<file path="src/rtl/text_console_ctrl.sv">
// text_console_ctrl
// Write-side controller for the 80x30 text tile RAM. It takes 7-bit character
// codes over a valid/ready handshake, owns the cursor and sequences every
// write into the tile RAM: printable characters, backspace erase, and
// full-screen / single-line fills.
//
// Optional feature macro: CONSOLE_LINE_CLEAR_EN. When defined, any row change
// caused by a printable wrap or LF clears the new row before more input is taken.
//
// Ports
//   clk         in   system/pixel clock
//   reset       in   synchronous, active-high
//   char_valid  in   char_data is presented
//   char_data   in   [6:0] character code, held while char_valid & !char_ready
//   char_ready  out  controller accepts char_data this cycle
//   we          out  tile RAM write enable (registered)
//   addr_w      out  [11:0] tile RAM write address {y[4:0], x[6:0]} (registered)
//   din         out  [6:0] tile RAM write data (registered)
//   cur_x       out  [6:0] cursor column
//   cur_y       out  [4:0] cursor row
module text_console_ctrl #(
    parameter int         MAX_X     = 80,
    parameter int         MAX_Y     = 30,
    parameter logic [6:0] FILL_CHAR = 7'h20
) (
    input  logic        clk,
    input  logic        reset,
    input  logic        char_valid,
    input  logic [6:0]  char_data,
    output logic        char_ready,
    output logic        we,
    output logic [11:0] addr_w,
    output logic [6:0]  din,
    output logic [6:0]  cur_x,
    output logic [4:0]  cur_y
);

    localparam logic [6:0] X_LAST = 7'(MAX_X - 1);
    localparam logic [4:0] Y_LAST = 5'(MAX_Y - 1);

    localparam logic [6:0] C_BS = 7'h08;
    localparam logic [6:0] C_LF = 7'h0A;
    localparam logic [6:0] C_FF = 7'h0C;
    localparam logic [6:0] C_CR = 7'h0D;

    typedef enum logic [1:0] {
        S_IDLE,
        S_CLEAR_SCREEN
`ifdef CONSOLE_LINE_CLEAR_EN
        , S_CLEAR_LINE
`endif
    } state_t;

    state_t     state;
    logic [6:0] fill_x;
    logic [4:0] fill_y;

    logic       accept;
    logic       is_print;
    logic       at_x_last;
    logic [4:0] next_y;
`ifdef CONSOLE_LINE_CLEAR_EN
    logic       row_chg;
`endif

    always_comb begin
        accept    = char_valid && char_ready && (state == S_IDLE);
        is_print  = (char_data >= 7'h20) && (char_data <= 7'h7E);
        at_x_last = (cur_x == X_LAST);
        next_y    = (cur_y == Y_LAST) ? 5'd0 : cur_y + 5'd1;
`ifdef CONSOLE_LINE_CLEAR_EN
        row_chg   = accept && ((is_print && at_x_last) || (char_data == C_LF));
`endif
    end

    always_ff @(posedge clk) begin
        if (reset) begin
            // Fill counter at 0: the first fill is issued on the first edge
            // after reset is released.
            state      <= S_CLEAR_SCREEN;
            fill_x     <= 7'd0;
            fill_y     <= 5'd0;
            we         <= 1'b0;
            addr_w     <= 12'd0;
            din        <= 7'd0;
            char_ready <= 1'b0;
            cur_x      <= 7'd0;
            cur_y      <= 5'd0;
        end else begin
            case (state)
                S_IDLE: begin
                    we         <= 1'b0;
                    char_ready <= 1'b1;
                    if (accept) begin
                        if (is_print) begin
                            we     <= 1'b1;
                            addr_w <= {cur_y, cur_x};
                            din    <= char_data;
                            if (at_x_last) begin
                                cur_x <= 7'd0;
                                cur_y <= next_y;
                            end else begin
                                cur_x <= cur_x + 7'd1;
                            end
                        end else if (char_data == C_CR) begin
                            cur_x <= 7'd0;
                        end else if (char_data == C_LF) begin
                            cur_y <= next_y;
                        end else if (char_data == C_BS) begin
                            if (cur_x != 7'd0) begin
                                cur_x  <= cur_x - 7'd1;
                                we     <= 1'b1;
                                addr_w <= {cur_y, cur_x - 7'd1};
                                din    <= FILL_CHAR;
                            end
                        end else if (char_data == C_FF) begin
                            // The first fill (0,0) is issued right here so the
                            // clear starts in the cycle after the accept.
                            cur_x      <= 7'd0;
                            cur_y      <= 5'd0;
                            we         <= 1'b1;
                            addr_w     <= 12'd0;
                            din        <= FILL_CHAR;
                            fill_x     <= 7'd1;
                            fill_y     <= 5'd0;
                            char_ready <= 1'b0;
                            state      <= S_CLEAR_SCREEN;
                        end
`ifdef CONSOLE_LINE_CLEAR_EN
                        // The character write (if any) goes out first; the
                        // line fills follow from the next cycle on.
                        if (row_chg) begin
                            fill_x     <= 7'd0;
                            char_ready <= 1'b0;
                            state      <= S_CLEAR_LINE;
                        end
`endif
                    end
                end

                S_CLEAR_SCREEN: begin
                    we         <= 1'b1;
                    addr_w     <= {fill_y, fill_x};
                    din        <= FILL_CHAR;
                    char_ready <= 1'b0;
                    if (fill_x == X_LAST) begin
                        fill_x <= 7'd0;
                        if (fill_y == Y_LAST) begin
                            fill_y <= 5'd0;
                            state  <= S_IDLE;
                        end else begin
                            fill_y <= fill_y + 5'd1;
                        end
                    end else begin
                        fill_x <= fill_x + 7'd1;
                    end
                end

`ifdef CONSOLE_LINE_CLEAR_EN
                S_CLEAR_LINE: begin
                    // cur_y already holds the new row and is stable here.
                    we         <= 1'b1;
                    addr_w     <= {cur_y, fill_x};
                    din        <= FILL_CHAR;
                    char_ready <= 1'b0;
                    if (fill_x == X_LAST) begin
                        fill_x <= 7'd0;
                        state  <= S_IDLE;
                    end else begin
                        fill_x <= fill_x + 7'd1;
                    end
                end
`endif

                default: begin
                    we         <= 1'b0;
                    char_ready <= 1'b0;
                    state      <= S_IDLE;
                end
            endcase
        end
    end

endmodule
</file>
<file path="config.mk">
export PLATFORM = sky130hd
export DESIGN_NAME = text_console_ctrl
export DESIGN_NICKNAME = d
export VERILOG_FILES = /design/src/rtl/text_console_ctrl.sv
export SDC_FILE = /design/constraint.sdc
export NUM_CORES = 1
export LEC_CHECK = 0
export CORE_MARGIN = 3
export CORE_UTILIZATION = 48
export DETAILED_ROUTE_END_ITERATION = 12
export PLACE_DENSITY_LB_ADDON = 0.1
export SLEW_MARGIN = 20
export SYNTH_ARGS = -nofsm -noshare
export SYNTH_HDL_FRONTEND = slang
export SYNTH_SLANG_ARGS = --single-unit
</file>
<file path="constraint.sdc">
create_clock -name clk -period 2.3 [get_ports clk]
set_input_delay 0.23 -clock clk [delete_from_list [all_inputs] [get_ports clk]]
set_output_delay 0.23 -clock clk [all_outputs]
set_load 0.005 [all_outputs]
</file>
Word level (Yosys, flattened, before mapping)
Cells that the tools add are included. Widths: inputs -> output; s select.

Input bits: 10. Output and inout port bits: 33. Word-level logic and storage cells: 126. Flip-flop bits (word level): 47.

Multiplexer cells: 68. $add $sub $neg: 5. Eq/ne operators: 26. Order comparisons: 2. Bitwise operators: 1. Reductions and logical operators: 15.

Operators with widths (number): $mux 7 (21); $mux 12 (7); $mux 5 (13); $eq 7x4->1 const B (4); $pmux 7 s2 (2); $pmux 12 s2 (1); $mux 2 (8); $ne 2x2->1 const B (8); $reduce_and 8->1 (2); $add 7x1->7 const B (2); $eq 7x7->1 const B (2); $mux 1 (13); $ne 3x3->1 const B (4); $reduce_and 6->1 (2); $add 5x1->5 const B (2); $eq 5x5->1 const B (2); $pmux 5 s2 (1); $ne 4x3->1 const B (2); $ge 7x6->1 const B (1); $le 7x7->1 const B (1); $reduce_and 7->1 (1); $reduce_bool 7->1 (1); $sub 7x1->7 const B (1); $reduce_and 5->1 (1); 12 further kinds (15).

Depth between registers and ports, before layout
Depth after elaboration: 8. Mapped depth: 9.

Least setup slack after synthesis
Ideal clock, no wire load.

Path type: flip-flop to flip-flop. From: reg cur_x[0]. To: reg addr_w[2]. Period minus slack after synthesis: 2.130 ns. Setup slack: 0.170 ns. Required time: 2.166 ns. Arrival: 1.996 ns. Library setup time: 0.134 ns. Cell stages (with the launch flop): 10. Cell sequence: dfxtp_1 inv_1 ha_1 or3b_1 nor4b_2 o21ai_2 and2_1 buf_4 o21ai_0 a21oi_1.

Longest elaborated chain between the ends: 8. Elaborated cells on any way between the ends: 11.

RTL lines: from (decl) (RTL line 34) `output logic [6:0] cur_x,`; from (signal assigned) (RTL line 103) `cur_x <= cur_x + 7'd1;`; from (signal assigned) (RTL line 111) `cur_x <= cur_x - 7'd1;`; $sub 7x1->7 (RTL line 113) `addr_w <= {cur_y, cur_x - 7'd1};`; $mux 12 (RTL line 110) `if (cur_x != 7'd0) begin`; $mux 12 (RTL line 109) `end else if (char_data == C_BS) begin`; $mux 12 (RTL line 107) `end else if (char_data == C_LF) begin`; $mux 12 (RTL line 105) `end else if (char_data == C_CR) begin`; $mux 12 (RTL line 95) `if (is_print) begin`; $mux 12 (RTL line 94) `if (accept) begin`; $pmux 12 s2 (RTL line 90) `case (state)`; to (signal assigned) (RTL line 97) `addr_w <= {cur_y, cur_x};`; to (signal assigned) (RTL line 113); to (signal assigned) (RTL line 143) `addr_w <= {fill_y, fill_x};`; to (decl) (RTL line 32) `output logic [11:0] addr_w,`.

Parallel ways exist; a longest one is shown, timed or not. The select of a mux whose other input is x is not followed. A chain may end at the register's enable or synchronous reset.

Worst setup path in the final report
From: reg cur_x[1]. To: reg cur_x[5].

Longest elaborated chain between the ends: 6. Elaborated cells on any way between the ends: 12.

RTL lines (RTL line): $sub 7x1->7 (111); $mux 7 (110); $mux 7 (109); $mux 7 (107); $mux 7 (105); $mux 7 (95).

Parallel ways exist; a longest one is shown, timed or not. The select of a mux whose other input is x is not followed.

==> impl_results.md <==
* Post-synth EDFFs at 0
* Total Routing Usage GR at between 20% and 30%
* Number of diodes at 0
* Post-Route Setup TNS at 0 ns
* Final Skew at about 0.0073 ns
* # DRC at 0
* Area Growth Syn to Fin at 32.16%
* Largest net degree at the start of global routing at 34
* Fin crit period at 2.161 ns
* Max_slew headroom at between 50% and 60%
* Clk slew on worst S/H paths at about 0.090 ns
* Avg Inst Size Synth at 7.962 sq um
* Type of destination of the critical path: flip-flop
* Routability cong. at just under 0.9
* Layout cells sized above 1 at approximately 17%
* CP required at around 2.5 ns
* Worst-path fanout max at 6
* Primary FF master, synth: dfxtp_1
* Ys async rst share at 0%
* Clock latency on the worst-skew pair at between 0.3 and 0.4 ns
* Cells after DPL at ~450
* Clk sinks at 46
* Fin. Hold Viols at 0
* Port Buffer Count at 42
* Startpoint class of the critical path: flip-flop
* Slew Viols, Final at 0
* Row count at 25
* DRT iter0 DRCs at approximately 180
* Yosys warns at 0
* Die width at 79.08 microns
* Status: finished, final reports clean
* Vias in the first global route at 2462
* Fmax at between 0.4 and 0.5 GHz
* Worst path arrival time at 2.39 ns
* H-tree levels at 2
* Yosys cell types at between 50 and 60
* PnR worst setup slack at around 0.14 ns
* Antenna violations before repair at 0
* Hold path startpoint: din[3]
* Seq/Total Area, Yosys at roughly 36%
* Hold WC Path Type: flip-flop to flip-flop
* Most frequent cells in the layout: dfxtp_1 (44), clkdlybuf4s50_1 (42), buf_4 (40), nand2_1 (30), a21oi_1 (29)
* Non-Filler Instances at between 400 and 500
* Via Count at roughly 2700
* CTS root buf: clkbuf_8
* Num CTS Buffers at 5
* WL final at slightly above 7000 microns
* Nets at 406
* Endpoints failing setup at 0
* Finished Core Util at approximately 69%
* Mapped cell area at 2564 sq um
* R2r startpoint: cur_x[1]
* Pleak at 1.233 nW
* Most common cell after layout, fill and taps aside: dfxtp_1
* Max Cap Viol at 0
* Remaining antenna violation count at 0
* Ports at 43
* Flops & latches, synth at 46
* Hold buffers post-CTS at 0
* Core area at just under 5000 sq um
* Clk buf depth at 2
* Pwr/cell area at around 430 nW/um^2
* Mapped Cells at approximately 320
* Critical path class: flip-flop to flip-flop
* Setup WS pre-CTS at -0.1162 ns
* Worst Max-Slew Pin Slew at ~0.61 ns
* Tcrit/Tclk final at 93.95%
* First-pass GRT wire length at around 12000 microns
* Worst vdd ir at between 0.2 and 0.3 mV
* WL/cell at 15.75 microns
* Final instance area at ~3400 sq um
* Die area at between 6000 and 7000 sq um
* Net Count, Synth at around 340
* Setup crit start: cur_x[1]
* CTS tree: built
* Die H at approximately 80 microns
* Post-DP HPWL at roughly 5200 microns
* RSZ-0062 raised after global routing: false
* Initial cell density of the core at around half
* Initial DRT Pass Iterations at 8
* Placed Area at between 3000 and 4000 sq um
* Vias/cell at approximately 5.8
* Grt ovf at 0
==> final timing paths <==
kind	end	slack, ns	cells after the start
setup / recovery	cur_x[5]	0.14	9
setup reg to reg	cur_x[5]	0.14	9
hold / removal	din[3]	0.45	2
hold reg to reg	din[3]	0.45	2
==> critical path, stage by stage (launching register included) <==
cell and delay (ns):
dfxtp_2 0.33, inv_2 0.07, ha_4 0.13, or3b_4 0.39, nor4b_4 0.32, o21ai_4 0.13, o21a_1 0.25, buf_4 0.15
a211o_1 0.24, o31ai_1 0.06
==> cell usage after synthesis (all sizes together) (2+ instances only) <==
master  count  share of area [%]
o22ai       3               0.73
nor3b       4                1.2
clkbuf     10                1.5
a221oi      6                2.0
a211o       2               0.68
a211oi      5                1.5
and3        3               0.73
nor3       23                4.5
a311oi      2               0.93
a22o        2               0.68
inv         7                1.0
nand2      30                4.4
o31ai       2               0.59
or3         4               0.98
o32ai       2               0.68
nand4       5                1.2
nand3      15                2.9
dfxtp      46                 36
xor2        7                2.4
o21ai      18                4.1
xnor2       3                1.0
nor4        2               0.49
or2         2               0.49
o211ai      3               0.88
and2        6                1.5
a31oi       3               0.73
nor2b       8                2.0
nor2       26                4.1
buf        12                2.8
nor4b       2               0.93
nand2b      2               0.49
a22oi       4                1.2
ha          7                3.4
a21oi      31                6.3
==> layer usage <==
metal  global-route usage (%)  vias up  wire length [microns]
met5                        0        -                      0
met3                    4.195       13                    538
met1                    33.54     1225                   3252
met2                    37.88      116                   3268
met4                    8.076        0                    140
li1                         -     1313                      -
==> where the power goes <==
part	total, mW	switching [mW]	internal [mW]
logic	0.131	0.0680	0.0630
registers	0.813	0.00802	0.805
clock network	0.509	0.295	0.214
==> per-stage QoR <==
step / power (mW) / hold slack, ns
6_report: 1.453 / 0.4546
5_1_grt: 1.521 / 0.4741
4_1_cts: 1.460 / 0.4561
3_5_place_dp: 0.9562 / 0.4428
3_3_place_gp: 0.9543 / 0.4408
2_1_floorplan: 0.8921 / 0.3819
==> registers in the layout, summed over array words and instances (netlist names) <==
name / flops
state: 1
cur_y: 5
char_ready: 1
cur_x: 7
fill_y: 5
fill_x: 7
we: 1
din: 7
addr_w: 12
==> final cells by class <==
cell class | count | area (sq um)
well taps | 67 | 83.83
clock inverters | 3 | 18.77
inverters | 8 | 30.03
repair buffers | 82 | 720.7
multi-input cells | 246 | 1543
clock buffers | 5 | 68.82
fillers | 475 | 1554
flip-flops and latches | 46 | 923.4
==> cell families after synthesis <==
family                     share of synthesized area [%]
adders and majority gates                          3.416
and+or+nand+nor                                    27.62
buffers and inverters                              5.417
xor gates and xnor gates                           3.417
AOI/OAI and AO/OA                                  24.21
DFF                                                35.92
==> timing repair <==
action	in CTS	in global routing
gates resized for setup	0	10
setup endpoints to repair	0	11
hold endpoints to repair	0	0
setup buffers	0	1
(Power assumes the default switching activity.)
